## src/rtl/wb_timeout_bridge.sv

```systemverilog
// wb_timeout_bridge: single-outstanding Wishbone bridge that answers with an error when the slave goes silent
module wb_timeout_bridge #(
   parameter int AW      = 32,
   parameter int DW      = 32,
   parameter int TIMEOUT = 1024
) (
   input  logic            clk,
   input  logic            rst,
   input  logic [AW-1:0]   s_adr_i,
   input  logic [DW-1:0]   s_dat_i,
   input  logic [DW/8-1:0] s_sel_i,
   input  logic            s_we_i,
   input  logic            s_cyc_i,
   input  logic            s_stb_i,
   output logic [DW-1:0]   s_dat_o,
   output logic            s_ack_o,
   output logic            s_err_o,
   output logic [AW-1:0]   m_adr_o,
   output logic [DW-1:0]   m_dat_o,
   output logic [DW/8-1:0] m_sel_o,
   output logic            m_we_o,
   output logic            m_cyc_o,
   output logic            m_stb_o,
   input  logic [DW-1:0]   m_dat_i,
   input  logic            m_ack_i,
   input  logic            m_err_i,
   input  logic            clr_i,
   output logic            timeout_flag_o,
   output logic [7:0]      timeout_cnt_o
);
   localparam int CW = $clog2(TIMEOUT);
   typedef enum logic [1:0] {IDLE, REQ, RESP} state_t;
   state_t state, state_next;
   logic [CW-1:0] wait_cnt;
   logic start, abort, err_hit, ack_hit, timeout_hit;
   assign m_cyc_o = state == REQ;
   assign m_stb_o = m_cyc_o;
   // next state plus the REQ priority chain: abort, err, ack, then timeout
   always_comb begin
      state_next  = state;
      start       = 1'b0;
      abort       = 1'b0;
      err_hit     = 1'b0;
      ack_hit     = 1'b0;
      timeout_hit = 1'b0;
      case (state)
         IDLE: begin
            start      = s_cyc_i & s_stb_i;
            state_next = start ? REQ : IDLE;
         end
         REQ: begin
            abort       = ~s_cyc_i;
            err_hit     = s_cyc_i & m_err_i;
            ack_hit     = s_cyc_i & ~m_err_i & m_ack_i;
            timeout_hit = s_cyc_i & ~m_err_i & ~m_ack_i & (wait_cnt == CW'(TIMEOUT - 1));
            state_next  = abort ? IDLE : (err_hit | ack_hit | timeout_hit) ? RESP : REQ;
         end
         default: state_next = IDLE;
      endcase
   end
   // state register
   always_ff @(posedge clk) begin
      state <= rst ? IDLE : state_next;
   end
   // request capture, wait counter and the one-cycle upstream response
   always_ff @(posedge clk) begin
      if (rst) begin
         m_adr_o  <= '0;
         m_dat_o  <= '0;
         m_sel_o  <= '0;
         m_we_o   <= 1'b0;
         wait_cnt <= '0;
         s_dat_o  <= '0;
         s_ack_o  <= 1'b0;
         s_err_o  <= 1'b0;
      end else begin
         if (start) begin
            m_adr_o <= s_adr_i;
            m_dat_o <= s_dat_i;
            m_sel_o <= s_sel_i;
            m_we_o  <= s_we_i;
         end
         wait_cnt <= (state == REQ) ? wait_cnt + 1'b1 : '0;
         if (ack_hit) s_dat_o <= m_dat_i;
         s_ack_o <= ack_hit;
         s_err_o <= err_hit | timeout_hit;
      end
   end
   // sticky timeout flag and saturating timeout count; a clear beats a same-cycle timeout
   always_ff @(posedge clk) begin
      if (rst || clr_i) begin
         timeout_flag_o <= 1'b0;
         timeout_cnt_o  <= '0;
      end else if (timeout_hit) begin
         timeout_flag_o <= 1'b1;
         timeout_cnt_o  <= timeout_cnt_o + {7'd0, timeout_cnt_o != 8'hFF};
      end
   end
endmodule

```

## config.mk

```make
export PLATFORM = sky130hd
export DESIGN_NAME = wb_timeout_bridge
export DESIGN_NICKNAME = d
export VERILOG_FILES = /design/src/rtl/wb_timeout_bridge.sv
export SDC_FILE = /design/constraint.sdc
export NUM_CORES = 1
export LEC_CHECK = 0
export ABC_AREA = 1
export BUFFER_PORTS_ARGS = -buffer_cell sky130_fd_sc_hd__buf_2
export CAP_MARGIN = 25
export CORE_MARGIN = 2
export CORE_UTILIZATION = 45
export DETAILED_ROUTE_END_ITERATION = 16
export PLACE_DENSITY = 0.78
export SYNTH_ARGS = -nofsm -noshare
export SYNTH_HDL_FRONTEND = slang
export SYNTH_SLANG_ARGS = --single-unit
```

## constraint.sdc

```tcl
create_clock -name clk -period 4.1 [get_ports clk]
set_input_delay 0.82 -clock clk [delete_from_list [all_inputs] [get_ports clk]]
set_output_delay 0.82 -clock clk [all_outputs]
set_load 0.05 [all_outputs]
```

==> results of run 1 <==
==> stage by stage <==
| stage | hold WS [ns] | worst slack (ns) | instances | area (µm²) |
|---|---|---|---|---|
| 5_1_grt | 0.478 | 1.68 | 959 | 6400 |
| 4_1_cts | 0.447 | 1.76 | 959 | 6400 |
| 3_5_place_dp | 0.437 | 1.60 | 927 | 5790 |
| 6_report | 0.447 | 1.79 | 959 | 6400 |
| 3_3_place_gp | 0.430 | 1.66 | 927 | 5790 |
| 2_1_floorplan | 0.418 | 2.12 | 599 | 4660 |
==> worst max path at each step <==
stage,slack (ns),end,startpoint
6_report,1.79,m_cyc_o,state[0]
4_1_cts,1.76,m_cyc_o,state[0]
5_1_grt,1.68,m_cyc_o,state[0]
3_5_place_dp,1.60,s_dat_o[9],s_cyc_i
2_1_floorplan,2.12,timeout_cnt_o[4],timeout_cnt_o[3]
3_3_place_gp,1.66,s_dat_o[8],s_cyc_i
==> worst register-to-register path: cells and delay by family (launching register included) <==
| kind | cells | cell delay, ns |
|---|---|---|
| buffers and inverters | 2 | 1.04 |
| AND/OR/NAND/NOR | 4 | 0.46 |
| flip-flops | 1 | 0.36 |
==> power by group through the flow <==
stage / Sequential, mW / Combinational, mW / Clock, mW
final: 1.28 / 0.433 / 1.51
after floorplan: 1.49 / 0.125 / 0
after global placement: 1.31 / 0.433 / 0
after detailed placement: 1.31 / 0.435 / 0
after global routing: 1.29 / 0.469 / 1.60
after CTS: 1.28 / 0.436 / 1.54
==> state kept, by name, indices dropped and copies added (netlist names) <==
name	count
m_adr_o	32
m_dat_o	32
m_sel_o	4
m_we_o	1
s_ack_o	1
s_dat_o	32
s_err_o	1
state	2
timeout_cnt_o	8
timeout_flag_o	1
wait_cnt	10
==> cell usage in the layout (no fill, tap or decap), drive strengths merged <==
cell	count
nand4	5
ha	3
o21a	2
dfxtp	124
bufinv	4
o21ai	104
nor3	1
a21oi	15
or2	1
nor2	230
xnor2	1
nor3b	1
xor2	1
clkbuf	21
nand3	17
clkinvlp	2
nor4	1
o31ai	1
buf	225
nand2	34
inv	24
clkinv	6
==> cell families (layout without fill, tap and decap cells) <==
logic type / Yosys count / after routing / synth area share (%)
AND/OR/NAND/NOR: 290 / 290 / 26.5
AO/OA/AOI/OAI: 122 / 122 / 13.3
XOR/XNOR: 2 / 2 / 0.376
flip-flops: 124 / 124 / 53.3
adder cells (fa/ha/maj): 3 / 3 / 0.806
buffers and inverters: 58 / 282 / 5.80
==> routing by layer <==
metal	vias up	global-route usage [%]	part of all wire, %
met5	-	0	0
met4	0	7.05	1.8
met3	19	5.63	6.6
met2	155	35.8	48
met1	1989	26.0	43
li1	2338	-	-
==> layout make-up <==
| cell class | count | area (µm²) |
|---|---|---|
| multi-input combinational | 417 | 1910 |
| timing repair buffer | 225 | 1140 |
| clock inverter | 11 | 168 |
| tap | 136 | 170 |
| fill | 980 | 3790 |
| sequential | 124 | 2480 |
| clock buffer | 21 | 439 |
| inverter | 25 | 95.1 |
==> report_table.html, run 1 <==
<table>
<tr><th>Metric</th><th>Value</th></tr>
<tr><th colspan="2">Die</th></tr>
<tr><td>Initial standard-cell utilization of the core</td><td>45.7%</td></tr>
<tr><td>Area enclosed by the die boundary</td><td>11200 µm²</td></tr>
<tr><td>Overall die height</td><td>106 µm</td></tr>
<tr><td>Horizontal extent of the die</td><td>106 µm</td></tr>
<tr><td>Site Rows</td><td>37</td></tr>
<tr><td>Total core area</td><td>10200 µm²</td></tr>
<tr><td>Number of top-level pins</td><td>222</td></tr>
<tr><th colspan="2">Power and ir drop</th></tr>
<tr><td>Sequential share of power</td><td>39.7%</td></tr>
<tr><td>Switching power of the nets</td><td>851 µW</td></tr>
<tr><td>Peak VDD IR</td><td>224 µV</td></tr>
<tr><td>Leakage power summed over all cells</td><td>3.03 nW</td></tr>
<tr><td>Power per standard cell area</td><td>505 nW/µm²</td></tr>
<tr><td>Total power</td><td>3.23 mW</td></tr>
<tr><td>Fraction of power consumed by the clock network</td><td>46.9%</td></tr>
<tr><td>Combinational share of power</td><td>13.4%</td></tr>
<tr><td>Switching part of the total power</td><td>26.4%</td></tr>
<tr><td>Int Pwr</td><td>2.38 mW</td></tr>
<tr><th colspan="2">Placed design</th></tr>
<tr><td>Number of buffer cells added on primary ports</td><td>221</td></tr>
<tr><td>Placer Congestion</td><td>0.806</td></tr>
<tr><td>Sum of net half-perimeters after detailed placement</td><td>8190 µm</td></tr>
<tr><th colspan="2">Clock tree</th></tr>
<tr><td>Worst-skew pair later-pin latency</td><td>0.49 ns</td></tr>
<tr><td>CTS Sinks</td><td>124</td></tr>
<tr><td>Cts-stage hold buffer count</td><td>0</td></tr>
<tr><td>Total setup buffers inserted after CTS</td><td>0</td></tr>
<tr><td>Clock edge transition at the registers on the reported setup and hold paths</td><td>0.06 ns</td></tr>
<tr><td>Master cell of the clock root buffer</td><td>sky130_fd_sc_hd__clkbuf_8</td></tr>
<tr><td>Post-cts sizing count</td><td>0</td></tr>
<tr><td>Level count of the clock H-tree</td><td>4</td></tr>
<tr><td>Max Buffers Root-to-Sink</td><td>2</td></tr>
<tr><td>CTS tree</td><td>done</td></tr>
<tr><td>Clock buffer count from CTS</td><td>17</td></tr>
<tr><th colspan="2">Drt</th></tr>
<tr><td>Detailed-route via count</td><td>4501</td></tr>
<tr><td>Drc violations</td><td>0</td></tr>
<tr><td>Aggregate routed wire length</td><td>11700 µm</td></tr>
<tr><td>DR pass1 iterations</td><td>6</td></tr>
<tr><td>Detail-routed net length per standard cell</td><td>12.2 µm</td></tr>
<tr><td>Number of DRC markers after the initial detailed-route iteration</td><td>288</td></tr>
<tr><td>Post-detailed-route via-to-cell ratio</td><td>4.69</td></tr>
<tr><td>Number of nets still failing antenna checks after routing</td><td>0</td></tr>
<tr><th colspan="2">Critical path</th></tr>
<tr><td>Cell type group with the largest total delay on the critical path</td><td>buffers and inverters</td></tr>
<tr><td>Startpoint of the worst register-to-register path</td><td>state[1]</td></tr>
<tr><td>Reg-to-reg slack, setup</td><td>2.18 ns</td></tr>
<tr><td>Cell-by-cell trace of the critical path</td><td>inv_1, nor2_8, buf_2</td></tr>
<tr><td>Terminus of the critical flop-to-flop path</td><td>m_adr_o[30]</td></tr>
<tr><td>Largest driver fanout on the critical path</td><td>17</td></tr>
<tr><td>Worst setup path category</td><td>reg2out</td></tr>
<tr><td>Largest stage delay, worst path</td><td>0.33 ns</td></tr>
<tr><td>Cell count along the critical path</td><td>3</td></tr>
<tr><td>Sort of element at the end of the critical path</td><td>primary output</td></tr>
<tr><td>Signal arrival time at the worst endpoint</td><td>1.49 ns</td></tr>
<tr><td>Slowest library cell on the worst path</td><td>sky130_fd_sc_hd__dfxtp_1</td></tr>
<tr><td>Worst path required time</td><td>3.28 ns</td></tr>
<tr><td>FF-to-FF path depth</td><td>6</td></tr>
<tr><td>CP Launch Type</td><td>register</td></tr>
<tr><td>Sum of buffers and inverters on the critical path</td><td>2</td></tr>
<tr><th colspan="2">GRT</th></tr>
<tr><td>Largest net degree at the start of global routing</td><td>71</td></tr>
<tr><td>Vias in the first global route</td><td>4040</td></tr>
<tr><td>Antenna violations before repair</td><td>0</td></tr>
<tr><td>Total Routing Usage GR</td><td>21.1%</td></tr>
<tr><td>Global-route wire length before repair</td><td>19100 µm</td></tr>
<tr><td>Overflow left after global routing</td><td>0</td></tr>
<tr><th colspan="2">Timing</th></tr>
<tr><td>Setup-violating endpoint count in the final report</td><td>0</td></tr>
<tr><td>Largest clock skew in the final design</td><td>0.00699 ns</td></tr>
<tr><td>Final max-slew violation count</td><td>0</td></tr>
<tr><td>Post-route minimum period</td><td>2.31 ns</td></tr>
<tr><td>Maximum frequency from static timing analysis</td><td>434 MHz</td></tr>
<tr><td>Final hold violations</td><td>0</td></tr>
<tr><td>Setup repair after global routing missed its margin</td><td>false</td></tr>
<tr><td>Slew at the pin closest to its max-slew limit</td><td>0.845 ns</td></tr>
<tr><td>Max transition margin</td><td>43.6%</td></tr>
<tr><td>Post-route setup TNS</td><td>0 ns</td></tr>
<tr><td>Final cycle utilization of the critical path</td><td>56.2%</td></tr>
<tr><th colspan="2">Logic synthesis</th></tr>
<tr><td>Leading register cell type out of synthesis</td><td>sky130_fd_sc_hd__dfxtp_1</td></tr>
<tr><td>Largest area contributor in the synthesized netlist</td><td>sky130_fd_sc_hd__dfxtp_1</td></tr>
<tr><td>Count of synthesis-stage warnings from yosys</td><td>0</td></tr>
<tr><td>Gate count of the mapped netlist</td><td>599</td></tr>
<tr><td>Share of async-settable or async-resettable flops after synthesis</td><td>0%</td></tr>
<tr><td>Net count after synthesis</td><td>710</td></tr>
<tr><td>Post-Syn Area</td><td>4660 µm²</td></tr>
<tr><td>Yosys cell types</td><td>31</td></tr>
<tr><td>Cells taking the most area after synthesis</td><td>sky130_fd_sc_hd__dfxtp_1, sky130_fd_sc_hd__nor2_1, sky130_fd_sc_hd__o21ai_0, sky130_fd_sc_hd__nand2_1, sky130_fd_sc_hd__a21oi_1</td></tr>
<tr><td>Syn_area_per_cell</td><td>7.78 µm²</td></tr>
<tr><td>Number of synthesized flops with an enable pin</td><td>0</td></tr>
<tr><td>Part of the Yosys area used for sequential elements</td><td>53.3%</td></tr>
<tr><td>Commonest cells in the synthesized netlist</td><td>sky130_fd_sc_hd__nor2_1, sky130_fd_sc_hd__dfxtp_1, sky130_fd_sc_hd__o21ai_0</td></tr>
<tr><td>Number of synthesized register bits</td><td>124</td></tr>
<tr><td>Top-count cell post-synth</td><td>sky130_fd_sc_hd__nor2_1</td></tr>
<tr><td>Portion of synthesized cell area occupied by the leading cell type</td><td>53.3%</td></tr>
<tr><th colspan="2">Status</th></tr>
<tr><td>Status</td><td>finished, final reports clean</td></tr>
<tr><th colspan="2">Job</th></tr>
<tr><td>Max-cap violation count</td><td>0</td></tr>
<tr><th colspan="2">Cells and area</th></tr>
<tr><td>Final Net Count</td><td>921</td></tr>
<tr><td>Layout cell share with drive strength beyond 1</td><td>33.4%</td></tr>
<tr><td>N_diodes</td><td>0</td></tr>
<tr><td>Area delta synth-&gt;final</td><td>37.3%</td></tr>
<tr><td>Core occupancy in the finished layout</td><td>62.8%</td></tr>
<tr><th colspan="2">Min path</th></tr>
<tr><td>Class of the tightest hold or removal check</td><td>reg2reg</td></tr>
<tr><td>Hold Startpoint</td><td>wait_cnt[0]</td></tr>
<tr><td>Hold Path Stages</td><td>1</td></tr>
<tr><td>Min-Delay Endpoint</td><td>wait_cnt[0]</td></tr>
</table>
No activity file was read; power rests on OpenSTA's default activity.
==> inputs of run 2 (changes only) <==
==> constraint.sdc (replaced) <==
create_clock -name clk -period 2.22 [get_ports clk]
set_input_delay 0.444 -clock clk [delete_from_list [all_inputs] [get_ports clk]]
set_output_delay 0.444 -clock clk [all_outputs]
set_load 0.05 [all_outputs]
==> run 2 against run 1 <==
  * Sequential cell count unchanged
  * Total power increased by 85%
  * Utilization increased by 0.41 points
  * Clock skew increased by 0.00093 ns
  * Setup slack got worse by 1.5 ns
  * Sequential share of layout area decreased by 0.25 points
  * Register-to-register slack got worse by 1.6 ns
  * Final cell count increased by 0.21%
  * First-iteration DRC count decreased by 8.7%
  * Highest routed layer unchanged
==> report_table.html, run 2 (synthesis results as in run 1) <==
<table>
<tr><th>Metric</th><th>Value</th></tr>
<tr><th colspan="2">Status</th></tr>
<tr><td>Status</td><td>finished, final reports clean</td></tr>
<tr><th colspan="2">Min path</th></tr>
<tr><td>Hold Startpoint</td><td>s_dat_i[17]</td></tr>
<tr><td>Hold Path Stages</td><td>3 (+2)</td></tr>
<tr><td>Class of the tightest hold or removal check</td><td>in2reg</td></tr>
<tr><td>Min-Delay Endpoint</td><td>m_dat_o[17]</td></tr>
<tr><th colspan="2">Critical path</th></tr>
<tr><td>Cell-by-cell trace of the critical path</td><td>inv_1, nor2_8, buf_2</td></tr>
<tr><td>Sum of buffers and inverters on the critical path</td><td>2 (unchanged)</td></tr>
<tr><td>Slowest library cell on the worst path</td><td>sky130_fd_sc_hd__dfxtp_1</td></tr>
<tr><td>Cell type group with the largest total delay on the critical path</td><td>buffers and inverters</td></tr>
<tr><td>Worst path required time</td><td>1.78 ns (-1.50 ns)</td></tr>
<tr><td>Largest stage delay, worst path</td><td>0.34 ns (about the same)</td></tr>
<tr><td>Signal arrival time at the worst endpoint</td><td>1.50 ns (about the same)</td></tr>
<tr><td>Largest driver fanout on the critical path</td><td>17 (unchanged)</td></tr>
<tr><td>FF-to-FF path depth</td><td>9 (+3)</td></tr>
<tr><td>CP Launch Type</td><td>register</td></tr>
<tr><td>Sort of element at the end of the critical path</td><td>primary output</td></tr>
<tr><td>Startpoint of the worst register-to-register path</td><td>timeout_cnt_o[4]</td></tr>
<tr><td>Reg-to-reg slack, setup</td><td>0.55 ns (-1.63 ns)</td></tr>
<tr><td>Terminus of the critical flop-to-flop path</td><td>timeout_cnt_o[4]</td></tr>
<tr><td>Worst setup path category</td><td>reg2out</td></tr>
<tr><th colspan="2">Die</th></tr>
<tr><td>Horizontal extent of the die</td><td>106 µm (unchanged)</td></tr>
<tr><td>Number of top-level pins</td><td>222 (unchanged)</td></tr>
<tr><td>Overall die height</td><td>106 µm (unchanged)</td></tr>
<tr><td>Initial standard-cell utilization of the core</td><td>45.7% (unchanged)</td></tr>
<tr><td>Total core area</td><td>10200 µm² (unchanged)</td></tr>
<tr><td>Area enclosed by the die boundary</td><td>11200 µm² (unchanged)</td></tr>
<tr><td>Site Rows</td><td>37 (unchanged)</td></tr>
<tr><th colspan="2">Power and ir drop</th></tr>
<tr><td>Total power</td><td>5.97 mW (+85%)</td></tr>
<tr><td>Power per standard cell area</td><td>927 nW/µm² (+83%)</td></tr>
<tr><td>Peak VDD IR</td><td>406 µV (+81%)</td></tr>
<tr><td>Leakage power summed over all cells</td><td>3.04 nW (+0.50%)</td></tr>
<tr><th colspan="2">Timing</th></tr>
<tr><td>Setup-violating endpoint count in the final report</td><td>0 (unchanged)</td></tr>
<tr><td>Maximum frequency from static timing analysis</td><td>514 MHz</td></tr>
<tr><td>Largest clock skew in the final design</td><td>0.00791 ns (+0.000926 ns)</td></tr>
<tr><td>Slew at the pin closest to its max-slew limit</td><td>0.461 ns (-0.385 ns)</td></tr>
<tr><td>Final cycle utilization of the critical path</td><td>87.6%</td></tr>
<tr><td>Post-layout worst setup margin</td><td>0.275 ns (-1.52 ns)</td></tr>
<tr><td>Post-route minimum period</td><td>1.94 ns</td></tr>
<tr><td>Max transition margin</td><td>69.2% (+26 points)</td></tr>
<tr><td>Post-route setup TNS</td><td>0 ns (unchanged)</td></tr>
<tr><td>Setup repair after global routing missed its margin</td><td>false</td></tr>
<tr><td>Final hold violations</td><td>0 (unchanged)</td></tr>
<tr><td>Final max-slew violation count</td><td>0 (unchanged)</td></tr>
<tr><th colspan="2">GRT</th></tr>
<tr><td>Antenna violations before repair</td><td>0 (unchanged)</td></tr>
<tr><td>Largest net degree at the start of global routing</td><td>70 (-1.4%)</td></tr>
<tr><td>Vias in the first global route</td><td>4115 (+1.9%)</td></tr>
<tr><td>Total Routing Usage GR</td><td>22.1% (+0.96 points)</td></tr>
<tr><td>Global-route wire length before repair</td><td>19800 µm (+3.7%)</td></tr>
<tr><td>Overflow left after global routing</td><td>0 (unchanged)</td></tr>
<tr><th colspan="2">Cells and area</th></tr>
<tr><td>Fill cells</td><td>976 (-0.41%)</td></tr>
<tr><td>Top library cells by usage in the layout, fill and taps aside</td><td>sky130_fd_sc_hd__nor2_1, sky130_fd_sc_hd__buf_2, sky130_fd_sc_hd__dfxtp_1, sky130_fd_sc_hd__o21ai_0, sky130_fd_sc_hd__nand2_1</td></tr>
<tr><td>Leading cell type in the layout, fill and taps excluded</td><td>sky130_fd_sc_hd__nor2_1</td></tr>
<tr><td>Core occupancy in the finished layout</td><td>63.2% (+0.41 points)</td></tr>
<tr><td>Combined area of the multi-input logic cells</td><td>1910 µm² (unchanged)</td></tr>
<tr><td>Area delta synth-&gt;final</td><td>38.2%</td></tr>
<tr><td>Biggest regs</td><td>m_adr_o: 32 flops, m_dat_o: 32 flops, s_dat_o: 32 flops</td></tr>
<tr><td>Final Net Count</td><td>923 (+0.22%)</td></tr>
<tr><td>N_diodes</td><td>0 (unchanged)</td></tr>
<tr><td>Final std cells w/o fill</td><td>961 (+0.21%)</td></tr>
<tr><td>Register Area</td><td>2480 µm² (unchanged)</td></tr>
<tr><td>Layout cell share with drive strength beyond 1</td><td>33.9% (+0.53 points)</td></tr>
<tr><th colspan="2">Placed design</th></tr>
<tr><td>Placer Congestion</td><td>0.857 (+6.3%)</td></tr>
<tr><td>Sum of net half-perimeters after detailed placement</td><td>8440 µm (+2.9%)</td></tr>
<tr><td>Number of buffer cells added on primary ports</td><td>221 (unchanged)</td></tr>
<tr><td>Instance count after placement with tap cells included</td><td>929 (+0.22%)</td></tr>
<tr><td>Worst slack, placed</td><td>0.565 ns (-1.04 ns)</td></tr>
<tr><th colspan="2">Clock tree</th></tr>
<tr><td>Cts-stage hold buffer count</td><td>0 (unchanged)</td></tr>
<tr><td>Clock edge transition at the registers on the reported setup and hold paths</td><td>0.06 ns (about the same)</td></tr>
<tr><td>Post-cts sizing count</td><td>0 (unchanged)</td></tr>
<tr><td>Level count of the clock H-tree</td><td>4 (unchanged)</td></tr>
<tr><td>Max Buffers Root-to-Sink</td><td>2 (unchanged)</td></tr>
<tr><td>Worst-skew pair later-pin latency</td><td>0.50 ns (about the same)</td></tr>
<tr><td>Clock buffer count from CTS</td><td>17 (unchanged)</td></tr>
<tr><td>CTS Sinks</td><td>124 (unchanged)</td></tr>
<tr><td>Master cell of the clock root buffer</td><td>sky130_fd_sc_hd__clkbuf_8</td></tr>
<tr><td>CTS tree</td><td>done</td></tr>
<tr><td>Total setup buffers inserted after CTS</td><td>0 (unchanged)</td></tr>
<tr><th colspan="2">Drt</th></tr>
<tr><td>Post-detailed-route via-to-cell ratio</td><td>4.72 (+0.50%)</td></tr>
<tr><td>Aggregate routed wire length</td><td>12200 µm (+3.9%)</td></tr>
<tr><td>Number of nets still failing antenna checks after routing</td><td>0 (unchanged)</td></tr>
<tr><td>Detail-routed net length per standard cell</td><td>12.7 µm (+3.7%)</td></tr>
<tr><td>Drc violations</td><td>0 (unchanged)</td></tr>
<tr><td>Detailed-route via count</td><td>4533 (+0.71%)</td></tr>
<tr><td>DR pass1 iterations</td><td>4 (-2)</td></tr>
<tr><td>Number of DRC markers after the initial detailed-route iteration</td><td>263 (-8.7%)</td></tr>
<tr><th colspan="2">Job</th></tr>
<tr><td>Max-cap violation count</td><td>0 (unchanged)</td></tr>
</table>
## run 2: worst min-delay path, cell delays in order
cell and delay (ns):
sky130_fd_sc_hd__buf_2 0.07, sky130_fd_sc_hd__o21ai_0 0.07, sky130_fd_sc_hd__nor2_1 0.07
## run 2: metal layers
layer	track usage, %	up-vias	part of all wire, %
met5	0	-	0
met4	8.27	0	1.8
met3	6.68	20	7.3
met1	26.9	2013	42
met2	36.8	156	49
li1	-	2344	-
## run 2: final cells by class
class                   instances  area share (%)
clock inverters                13            2.59
inverters                      25            1.48
well taps                     136            2.64
multi-input cells             417            29.6
repair buffers                227            18.3
clock buffers                  19            6.86
flip-flops and latches        124            38.6
## run 2: where the power goes
| group | leakage, nW | switching [mW] | internal, mW | total, mW |
|---|---|---|---|---|
| registers | 1.01 | 0.0449 | 2.33 | 2.37 |
| clock network | 0.290 | 1.01 | 1.77 | 2.79 |
| logic | 1.74 | 0.586 | 0.223 | 0.809 |
## run 2: worst max path at each step
stage	start	to	slack, ns	depth (start not counted)
final	state[0]	m_cyc_o	0.28	3
after global routing	state[0]	m_stb_o	0.19	3
after CTS	state[0]	m_stb_o	0.24	3
after detailed placement	timeout_cnt_o[2]	timeout_cnt_o[4]	0.56	9
after global placement	timeout_cnt_o[2]	timeout_cnt_o[4]	0.62	9
after floorplan	timeout_cnt_o[3]	timeout_cnt_o[4]	0.24	9
## run 2: metrics by stage
step / instance area [µm²] / hold WS (ns)
after floorplan: 4660 / 0.418
after global placement: 5830 / 0.431
after detailed placement: 5830 / 0.441
after CTS: 6440 / 0.150
after global routing: 6440 / 0.164
final: 6440 / 0.189
